`src/rtl/cpu_seq_ctrl_if.sv`:
```
// Sequencer <-> datapath/memory bundle: fetch and data handshakes, decoder flags, strobes, status.
// master = sequencer side, slave = datapath/memory side.
interface cpu_seq_ctrl_if #(
   parameter int CNT_W = 32
);
   logic             imem_req;
   logic             imem_ack;
   logic             ir_we;
   logic             is_load;
   logic             is_store;
   logic             is_halt;
   logic             reg_we;
   logic             dmem_req;
   logic             dmem_we;
   logic             dmem_ack;
   logic             rf_we;
   logic             pc_we;
   logic [2:0]       stage;
   logic             halted;
   logic [CNT_W-1:0] retired;

   modport master (
      output imem_req, ir_we, dmem_req, dmem_we, rf_we, pc_we, stage, halted, retired,
      input  imem_ack, is_load, is_store, is_halt, reg_we, dmem_ack
   );

   modport slave (
      input  imem_req, ir_we, dmem_req, dmem_we, rf_we, pc_we, stage, halted, retired,
      output imem_ack, is_load, is_store, is_halt, reg_we, dmem_ack
   );
endinterface

```
`src/rtl/cpu_seq_ctrl.sv`:
```
// Multi-cycle FETCH/DECODE/EXEC/MEM/WB sequencer; 4 cycles ALU, 5 cycles load/store, +1 per withheld ack.
// Requests are level-held until ack (no backpressure beyond that); HALT is sticky until rst.
module cpu_seq_ctrl #(
   parameter logic [2:0] RESET_STAGE = 3'd0,
   parameter int         CNT_W       = 32
) (
   input  logic           clk,
   input  logic           rst,
   cpu_seq_ctrl_if.master bus
);

   typedef enum logic [2:0] {
      FETCH  = 3'd0,
      DECODE = 3'd1,
      EXEC   = 3'd2,
      MEM    = 3'd3,
      WB     = 3'd4,
      HALT   = 3'd5
   } state_t;

   state_t           state_q;
   logic             load_q;
   logic             store_q;
   logic             reg_we_q;
   logic             imem_req_q;
   logic             dmem_req_q;
   logic             dmem_we_q;
   logic             rf_we_q;
   logic             pc_we_q;
   logic             halted_q;
   logic [CNT_W-1:0] retired_q;

   // Strobes are registered alongside the state transition that enables them.
   always_ff @(posedge clk or posedge rst) begin
      if (rst) begin
         state_q    <= state_t'(RESET_STAGE);
         load_q     <= 1'b0;
         store_q    <= 1'b0;
         reg_we_q   <= 1'b0;
         imem_req_q <= 1'b1;
         dmem_req_q <= 1'b0;
         dmem_we_q  <= 1'b0;
         rf_we_q    <= 1'b0;
         pc_we_q    <= 1'b0;
         halted_q   <= 1'b0;
         retired_q  <= '0;
      end else begin
         case (state_q)
            FETCH: begin
               if (bus.imem_ack) begin
                  state_q    <= DECODE;
                  imem_req_q <= 1'b0;
               end
            end
            DECODE: begin
               // Load wins when the decoder flags both load and store.
               load_q   <= bus.is_load;
               store_q  <= bus.is_store & ~bus.is_load;
               reg_we_q <= bus.reg_we;
               if (bus.is_halt) begin
                  state_q  <= HALT;
                  halted_q <= 1'b1;
               end else begin
                  state_q <= EXEC;
               end
            end
            EXEC: begin
               if (load_q || store_q) begin
                  state_q    <= MEM;
                  dmem_req_q <= 1'b1;
                  dmem_we_q  <= store_q;
               end else begin
                  state_q <= WB;
                  rf_we_q <= reg_we_q;
                  pc_we_q <= 1'b1;
               end
            end
            MEM: begin
               if (bus.dmem_ack) begin
                  state_q    <= WB;
                  dmem_req_q <= 1'b0;
                  dmem_we_q  <= 1'b0;
                  rf_we_q    <= reg_we_q;
                  pc_we_q    <= 1'b1;
               end
            end
            WB: begin
               state_q    <= FETCH;
               rf_we_q    <= 1'b0;
               pc_we_q    <= 1'b0;
               imem_req_q <= 1'b1;
               retired_q  <= retired_q + 1'b1;
            end
            HALT: begin
               state_q <= HALT;
            end
            default: begin
               state_q    <= FETCH;
               imem_req_q <= 1'b1;
               dmem_req_q <= 1'b0;
               dmem_we_q  <= 1'b0;
               rf_we_q    <= 1'b0;
               pc_we_q    <= 1'b0;
            end
         endcase
      end
   end

   assign bus.imem_req = imem_req_q;
   assign bus.ir_we    = imem_req_q & bus.imem_ack;
   assign bus.dmem_req = dmem_req_q;
   assign bus.dmem_we  = dmem_we_q;
   assign bus.rf_we    = rf_we_q;
   assign bus.pc_we    = pc_we_q;
   assign bus.stage    = state_q;
   assign bus.halted   = halted_q;
   assign bus.retired  = retired_q;

endmodule

```
`src/flat_wrapper.sv`:
```
// flat-port wrapper written by rule: the top's interface ports become plain ports
module cpu_seq_ctrl_flat 
#(
   parameter logic [2:0] RESET_STAGE = 3'd0,
   parameter int         CNT_W       = 32
)
  (clk, rst, bus_imem_req, bus_ir_we, bus_dmem_req, bus_dmem_we, bus_rf_we, bus_pc_we, bus_stage, bus_halted, bus_retired, bus_imem_ack, bus_is_load, bus_is_store, bus_is_halt, bus_reg_we, bus_dmem_ack);
  cpu_seq_ctrl_if #(.CNT_W(CNT_W)) bus_i ();
  input  logic clk;
  input  logic rst;
  output wire logic [$bits(bus_i.imem_req)-1:0] bus_imem_req;
  output wire logic [$bits(bus_i.ir_we)-1:0] bus_ir_we;
  output wire logic [$bits(bus_i.dmem_req)-1:0] bus_dmem_req;
  output wire logic [$bits(bus_i.dmem_we)-1:0] bus_dmem_we;
  output wire logic [$bits(bus_i.rf_we)-1:0] bus_rf_we;
  output wire logic [$bits(bus_i.pc_we)-1:0] bus_pc_we;
  output wire logic [$bits(bus_i.stage)-1:0] bus_stage;
  output wire logic [$bits(bus_i.halted)-1:0] bus_halted;
  output wire logic [$bits(bus_i.retired)-1:0] bus_retired;
  input wire logic [$bits(bus_i.imem_ack)-1:0] bus_imem_ack;
  input wire logic [$bits(bus_i.is_load)-1:0] bus_is_load;
  input wire logic [$bits(bus_i.is_store)-1:0] bus_is_store;
  input wire logic [$bits(bus_i.is_halt)-1:0] bus_is_halt;
  input wire logic [$bits(bus_i.reg_we)-1:0] bus_reg_we;
  input wire logic [$bits(bus_i.dmem_ack)-1:0] bus_dmem_ack;
  assign bus_imem_req = bus_i.imem_req;
  assign bus_ir_we = bus_i.ir_we;
  assign bus_dmem_req = bus_i.dmem_req;
  assign bus_dmem_we = bus_i.dmem_we;
  assign bus_rf_we = bus_i.rf_we;
  assign bus_pc_we = bus_i.pc_we;
  assign bus_stage = bus_i.stage;
  assign bus_halted = bus_i.halted;
  assign bus_retired = bus_i.retired;
  assign bus_i.imem_ack = bus_imem_ack;
  assign bus_i.is_load = bus_is_load;
  assign bus_i.is_store = bus_is_store;
  assign bus_i.is_halt = bus_is_halt;
  assign bus_i.reg_we = bus_reg_we;
  assign bus_i.dmem_ack = bus_dmem_ack;
  cpu_seq_ctrl #(.RESET_STAGE(RESET_STAGE), .CNT_W(CNT_W)) u_core (.clk(clk), .rst(rst), .bus(bus_i));
endmodule
```
`config.mk`:
```
export PLATFORM = sky130hd
export DESIGN_NAME = cpu_seq_ctrl_flat
export DESIGN_NICKNAME = d
export VERILOG_FILES = /design/src/rtl/cpu_seq_ctrl_if.sv /design/src/rtl/cpu_seq_ctrl.sv /design/src/flat_wrapper.sv
export SDC_FILE = /design/constraint.sdc
export NUM_CORES = 1
export LEC_CHECK = 0
export ABC_AREA = 1
export CELL_PAD_IN_SITES_DETAIL_PLACEMENT = 0
export CELL_PAD_IN_SITES_GLOBAL_PLACEMENT = 2
export CORE_MARGIN = 4
export CORE_UTILIZATION = 29
export CTS_CLUSTER_DIAMETER = 120
export DETAILED_ROUTE_END_ITERATION = 10
export HOLD_SLACK_MARGIN = 0.03
export PLACE_DENSITY = 0.87
export SLEW_MARGIN = 20
export SYNTH_ARGS = -nofsm -noshare
export SYNTH_HDL_FRONTEND = slang
export SYNTH_SLANG_ARGS = --single-unit
```
`constraint.sdc`:
```
create_clock -name clk -period 2.19 [get_ports clk]
set_clock_uncertainty 0.2 [all_clocks]
set_input_delay 0.219 -clock clk [delete_from_list [all_inputs] [get_ports clk]]
set_output_delay 0.219 -clock clk [all_outputs]
set_load 0.03 [all_outputs]
```
* Yosys cells after proc, flatten, opt, wreduce, memory -nomap -nowiden *
Cells that the tools add are included.

storage, ports and cells
  bits in registers = 44
  input bits = 8
  output and inout bits = 42

operators by class
  reductions and logical operators = 10
  muxes and demuxes = 18
  add/subtract/negate cells = 1
  bitwise gates (word level) = 6
  equality and inequality tests = 9

operator list
  cell                   number
  $add 32x1->32 const B  1
  $pmux 3 s5             1
  $mux 3                 4
  $pmux 1 s3             4
  $mux 1                 8
  $reduce_or 4->1        2
  $eq 3x2->1 const B     2
  $eq 3x3->1 const B     2
  $ne 2x2->1 const B     3
  $reduce_and 2->1       3
  $reduce_and 3->1       2
  $not 1->1              4
  $eq 3x1->1 const B     1
  $logic_not 3->1        1
  $reduce_or 3->1        1
  $and 1x1->1            2
  $ne 2x1->1 const B     1
  $pmux 1 s2             1
  $logic_or 1x1->1       1

* Logic depth before layout (Yosys ltp) *
Gate-level depths: netlist of the first run.

  depth after elaboration = 4
  depth in mapped cells = 8

* Worst setup path after synthesis of the first run *
No wires, ideal clock.

  kind = reg2reg
  from = register u_core.retired_q[0] (netlist: u_core.bus.retired[0])
  to = register u_core.retired_q[28] (netlist: u_core.bus.retired[28])
  path buffers = 0
  slack = 0.324 ns
  data arrival time = 1.548 ns
  stages on the path, launching flop included = 9
  library setup time = 0.118 ns
  required time = 1.872 ns
  period minus slack after synthesis = 1.866 ns
  cells stage by stage = dfrtp_1 -> ha_1 -> nand3_1 -> nor2_8 -> nand3_4 -> nor2_8 -> nand2_1 -> nand2_1 -> nand2_1

between the ends
  word-level cells in the longest chain between the ends = 1

RTL lines
  element                   RTL line            source
  start: declaration        cpu_seq_ctrl.sv:31  logic [CNT_W-1:0] retired_q;
  start signal: assignment  cpu_seq_ctrl.sv:92  retired_q <= retired_q + 1'b1;
  $add 32x1->32             cpu_seq_ctrl.sv:92

Every way passes these cells.
A chain may end at the register's enable or synchronous reset.

* Worst setup path in the final report of the first run *
  from = register u_core.imem_req_q (netlist: u_core.bus.imem_req)
  to = output bus_ir_we

between the ends
  word-level cells in the longest chain between the ends = 1

RTL lines
  element                   RTL line             source
  start: declaration        cpu_seq_ctrl.sv:25   logic imem_req_q;
  start signal: assignment  cpu_seq_ctrl.sv:40   imem_req_q <= 1'b1;
  start signal: assignment  cpu_seq_ctrl.sv:52   imem_req_q <= 1'b0;
  start signal: assignment  cpu_seq_ctrl.sv:91   imem_req_q <= 1'b1;
  $and 1x1->1               cpu_seq_ctrl.sv:110  assign bus.ir_we = imem_req_q & bus.imem_ack;
  end: declaration          flat_wrapper.sv:12   output wire logic [$bits(bus_i.ir_we)-1:0] bus_ir_we;

Every way passes these cells.

==> out/qor.csv, run 1 <==
metric;value;unit
outcome;finished, final reports clean;
Synth Area per Inst;8.07;um2
area fraction of the dominant cell type after synthesis;0.452;
xor and xnor fraction of the mapped netlist area;0.0804;
Post-Synth Simple-Gate Area;0.356;
initial antenna violation count;0;
Synth area leaders;dfrtp_1 (45%), nand2_1 (14%), inv_1 (6.8%);
clock sink total;44;
register area;1100;um2
multi-input logic area;1120;um2
R2R depth;8;
share of layout cells above drive strength 1;0.0850;
CTS tree;yes;
Synth Warn #;0;
worst setup path endpoint;bus_ir_we;
Nets;361;
H-tree depth;2;
crit path from;u_core.bus.imem_req;
Total Power;0.00247;W
Placeable Area;7850;um2
reg-to-reg endpoint;u_core.bus.retired[26];
Placed Instance Area;3020;um2
prevailing post-synth register cell;dfrtp_1;
Cell variety after synth;26;
final period utilization;0.921;
Synth Area in Adders;0.00525;
Setup TNS Final;0;ns
largest net degree at the start of global routing;45;
Leak;1.47;nW
Net Switching;0.000946;W
CP required;1.77;ns
Clock Pin Slew Worst Setup and Hold Paths;0.09;ns
Synth Net Count;304;
# IOs;50;
Post-Syn Instances;295;
CP Class;flop to output port;
M1 wire length;2800;um
area grow syn2layout;30.9;%
aggregate global routing overflow;0;
R2R Path Start;u_core.bus.retired[0];
element type at the critical path start;flop;
Die ar.;9720;um2
hold_buf cts;0;
Top Layer Used;met4;
fin area;3120;um2
starting density of the core;0.303;
CTS root buf;clkbuf_8;
FP Rows;32;
slowest stage delay, CP;0.65;ns
CTS buffer count;5;
Clk pwr share;0.226;
CP Capture Type;output port;
FMAX;496;MHz
Critical-path top delay cell;clkdlybuf4s50_1;
Final Non-Filler Cells;455;
Post-route DRC;0;
internal power;0.00152;W
Worst-Margin Slew;0.341;ns
ANT nets after route;0;
placed cell count;447;
n_diodes;0;
routed vias;1989;
critical-path maximum fanout;3;
post-synthesis instance area;2380;um2
global-route wire length before repair;9830;um
fillcell total;843;
Setup Buffers After CTS;0;
ys async rst share;1.00;
final setup fails;0;
area leader, netlist;dfrtp_1;
Compound-Gate Fraction of Synth Area;0.0279;
minimum clock period;2.02;ns
vias in the first global route;1957;
GRT Util Overall;0.124;
Logic pwr share;0.346;
Max-slew headroom;0.772;
sw frac;0.384;
Slew Limit Fails;0;
Commonest cells post-synth;nand2_1 (86), dfrtp_1 (43), inv_1 (43);
number of flops mapped to enable cells by yosys;0;
register share of total power;0.429;
routed length on met3;281;um
most frequent cell after synthesis;nand2_1;
Die Height;98.6;um
Skew-Pair Late Insertion Delay;0.30;ns
RSZ-0062 raised after global routing;no;
drt first pass iters;4;
post-synthesis mux area share;0;
Hold WC Path Type;input pin to async pin;
WP data arrival;1.60;ns
PwrDens;791;nW/um2
via/cell ratio;4.37;
post-cts gate resize count;0;
largest family of logic cells by synthesized area;simple AND/OR/NAND/NOR gates;
Final Hold Viols;0;
max-cap violations;0;
Routability Congestion;0.779;
# port buffers;49;
Die W;98.6;um
sequential-to-total area share from yosys stat;0.463;
clock buffer depth;2;
final wirelength;5720;um
worst reg2reg setup slack;0.34;ns
DRT iter0 DRCs;64;
number of synthesized register bits;44;
WL/cell;12.6;um
cells along the critical path;nand2_1 > inv_1 > clkdlybuf4s50_1;
Max VDD drop;0.000566;V
met2 WL post-DR;2600;um
HPWL after DPL;4430;um
-- registers in the layout, summed over array words and instances, names as in the netlist --
name,flops
u_core.bus.dmem_req,1
u_core.bus.dmem_we,1
u_core.bus.halted,1
u_core.bus.imem_req,1
u_core.bus.pc_we,1
u_core.bus.retired,32
u_core.bus.rf_we,1
u_core.bus.stage,3
u_core.load_q,1
u_core.reg_we_q,1
u_core.store_q,1
-- critical path: cells and delay by family (launching register included) --
family        cells  cell delay (ns)
buf+inv           2             0.69
flops             1             0.55
simple gates      1             0.05
-- layout make-up --
cell class	count	share of cell area
tap	102	0.0409
sequential	44	0.354
clock buffer	6	0.0265
clock inverter	2	0.00482
timing repair buffer	50	0.164
inverter	43	0.0518
multi-input combinational	208	0.358
-- per-layer routing --
layer,GRT usage,vias up
met1,0.176,918
met5,0,-
li1,-,1027
met2,0.192,39
met3,0.0304,5
met4,0.0284,0
-- layout by cell type (no fill, tap or decap), drive strengths merged --
| cell type | n |
|---|---|
| nor3 | 4 |
| nand3 | 19 |
| clkinvlp | 2 |
| inv | 43 |
| nand2 | 89 |
| a21oi | 2 |
| xnor2 | 9 |
| o21ai | 9 |
| ha | 1 |
| xor2 | 12 |
| o211ai | 1 |
| buf | 1 |
| nor2 | 45 |
| nand4 | 9 |
| clkdlybuf4s50 | 49 |
| nand3b | 6 |
| clkbuf | 6 |
| dfstp | 1 |
| or2 | 2 |
| dfrtp | 43 |
-- metrics by stage --
step | utilization | setup WS (ns) | hold WS, ns
CTS | 0.397 | 0.151 | 0.0776
detailed placement | 0.385 | 0.327 | 0.261
floorplan | - | 0.324 | 0.129
global route | 0.397 | 0.111 | 0.0972
global placement | 0.385 | 0.332 | 0.256
finish | 0.397 | 0.174 | 0.0704
-- worst min-delay path by stage --
stage                              startpoint                     to  slack, ns  cells past startpoint
after detailed placement    u_core.bus.halted      u_core.bus.halted       0.26                      1
after floorplan                    bus_reg_we        u_core.reg_we_q       0.13                      2
final                                     rst  u_core.bus.retired[4]       0.07                      3
after CTS                                 rst  u_core.bus.retired[1]       0.08                      3
after global placement    u_core.bus.dmem_req    u_core.bus.dmem_req       0.26                      2
after global routing                      rst  u_core.bus.retired[0]        0.1                      3
-- power groups by stage --
stage / sequential, W / combinational, W / clock [W]
6_report: 0.00106 / 0.000852 / 0.000556
5_1_grt: 0.00108 / 0.000924 / 0.000612
4_1_cts: 0.00106 / 0.000865 / 0.000580
3_5_place_dp: 0.00108 / 0.000861 / 0
3_3_place_gp: 0.00108 / 0.000860 / 0
2_1_floorplan: 0.00125 / 0.000361 / 0
-- logic make-up after synthesis --
| family | count (synthesis) |
|---|---|
| xor+xnor | 21 |
| flops | 44 |
| buf+inv | 43 |
| compound gates | 12 |
| fa+ha+maj | 1 |
| simple gates | 174 |
No activity file was read; power rests on OpenSTA's default activity.
==> run 2: changes to the inputs <==
--- a/config.mk
+++ b/config.mk
@@ -13,6 +13,7 @@
 export CTS_CLUSTER_DIAMETER = 120
 export DETAILED_ROUTE_END_ITERATION = 10
 export HOLD_SLACK_MARGIN = 0.03
+export MAX_ROUTING_LAYER = met4
 export PLACE_DENSITY = 0.87
 export SLEW_MARGIN = 20
 export SYNTH_ARGS = -nofsm -noshare
==> out/qor.csv, run 2 (synthesis results as in run 1) <==
metric;value;unit;change
outcome;finished, final reports clean;;
worst reg2reg setup slack;0.34;ns;about the same
share of layout cells above drive strength 1;0.0850;;unchanged
CTS tree;yes;;
Hold WC Path Type;input pin to async pin;;
routed vias;1984;;-0.25%
Skew-Pair Late Insertion Delay;0.30;ns;about the same
final wirelength;5720;um;about the same
element type at the critical path start;flop;;
final period utilization;0.921;;about the same
FMAX;496;MHz;about the same
clock sink total;44;;unchanged
area grow syn2layout;30.9;%;unchanged
Largest register FFs;32;;unchanged
Post-route DRC;0;;unchanged
initial antenna violation count;0;;unchanged
H-tree depth;2;;unchanged
starting density of the core;0.303;;unchanged
WL/cell;12.6;um;about the same
hold_buf cts;0;;unchanged
minimum clock period;2.02;ns;+0.00144 ns
vias in the first global route;1959;;+0.10%
leading cell type in the layout, fill and taps excluded;nand2_1;;
aggregate global routing overflow;0;;unchanged
DRT iter0 DRCs;63;;-1.6%
Routability Congestion;0.790;;+1.4%
Final Hold Viols;0;;unchanged
final setup fails;0;;unchanged
Slew Limit Fails;0;;unchanged
n_diodes;0;;unchanged
WP data arrival;1.60;ns;about the same
CP required;1.77;ns;about the same
Nets;361;;unchanged
CTS root buf;clkbuf_8;;
most frequent cells in the layout;nand2_1 (86), clkdlybuf4s50_1 (49), dfrtp_1 (43);;
global-route wire length before repair;9820;um;about the same
Leak;1.47;nW;unchanged
worst hold margin;0.0697;ns;-0.000655 ns
Setup Buffers After CTS;0;;unchanged
# port buffers;49;;unchanged
Placeable Area;7850;um2;unchanged
max-cap violations;0;;unchanged
Max VDD drop;0.000566;V;about the same
Die ar.;9720;um2;unchanged
HPWL after DPL;4430;um;unchanged
drt first pass iters;4;;unchanged
clock buffer depth;2;;unchanged
Die Height;98.6;um;unchanged
ANT nets after route;0;;unchanged
Die W;98.6;um;unchanged
FP Rows;32;;unchanged
CP Capture Type;output port;;
Setup TNS Final;0;ns;unchanged
post-cts gate resize count;0;;unchanged
GRT Util Overall;0.128;;+0.00369
CTS buffer count;5;;unchanged
CP Class;flop to output port;;
largest net degree at the start of global routing;45;;unchanged
PwrDens;792;nW/um2;about the same
Clock Pin Slew Worst Setup and Hold Paths;0.09;ns;about the same
via/cell ratio;4.36;;-0.25%
critical-path maximum fanout;3;;unchanged
Max-slew headroom;0.772;;about the same
Worst-Margin Slew;0.341;ns;-0.000366 ns
# IOs;50;;unchanged
RSZ-0062 raised after global routing;no;;
## run 2: cell counts in the layout (fill, tap and decap cells not counted)
No cell type changed its count.
## run 2: critical path, cell delays in order (launching register included)
cell and delay, ns:
dfstp_2 0.55, nand2_1 0.05, inv_1 0.04, clkdlybuf4s50_1 0.65
## run 2: layout make-up
| class | count | area [um2] |
|---|---|---|
| Fill cell | 843 | 4730 |
| Sequential cell | 44 | 1100 |
| Clock buffer | 6 | 82.6 |
| Clock inverter | 2 | 15.0 |
| Inverter | 43 | 161 |
| Timing Repair Buffer | 50 | 510 |
| Tap cell | 102 | 128 |
| Multi-Input combinational cell | 208 | 1120 |
## run 2: layer usage
layer / vias to the layer above / global-route usage / routed length, um
met2: 36 / 0.192 / 2600
met1: 916 / 0.179 / 2870
met5: - / - / 0
met3: 5 / 0.0248 / 210
li1: 1027 / - / -
met4: 0 / 0.0284 / 45
## run 2: path summary, 6_finish.rpt
path	end	cells past startpoint	start
max	bus_ir_we	3	u_core.bus.imem_req
max reg2reg	u_core.bus.retired[26]	8	u_core.bus.retired[0]
min	u_core.bus.retired[4]	3	rst
min reg2reg	u_core.bus.halted	1	u_core.bus.halted
max in group asynchronous	u_core.bus.imem_req	3	rst
min in group clk	u_core.reg_we_q	3	bus_reg_we
## run 2: power by group
group | leakage (nW) | switching [W] | total (W) | internal, W
registers | 0.589 | 0.000115 | 0.00106 | 0.000942
logic | 0.840 | 0.000530 | 0.000852 | 0.000322
clock network | 0.0434 | 0.000302 | 0.000558 | 0.000256
total | 1.47 | 0.000947 | 0.00247 | 0.00152
## run 2: through the flow
| step | worst slack, ns | util | power, W | cells | cell area (um2) |
|---|---|---|---|---|---|
| after global placement | 0.332 | 0.385 | 0.00194 | 447 | 3020 |
| after global routing | 0.111 | 0.397 | 0.00262 | 455 | 3120 |
| after floorplan | 0.324 | - | 0.00161 | 295 | 2380 |
| after CTS | 0.151 | 0.397 | 0.00251 | 455 | 3120 |
| final | 0.173 | 0.397 | 0.00247 | 455 | 3120 |
| after detailed placement | 0.327 | 0.385 | 0.00194 | 447 | 3020 |
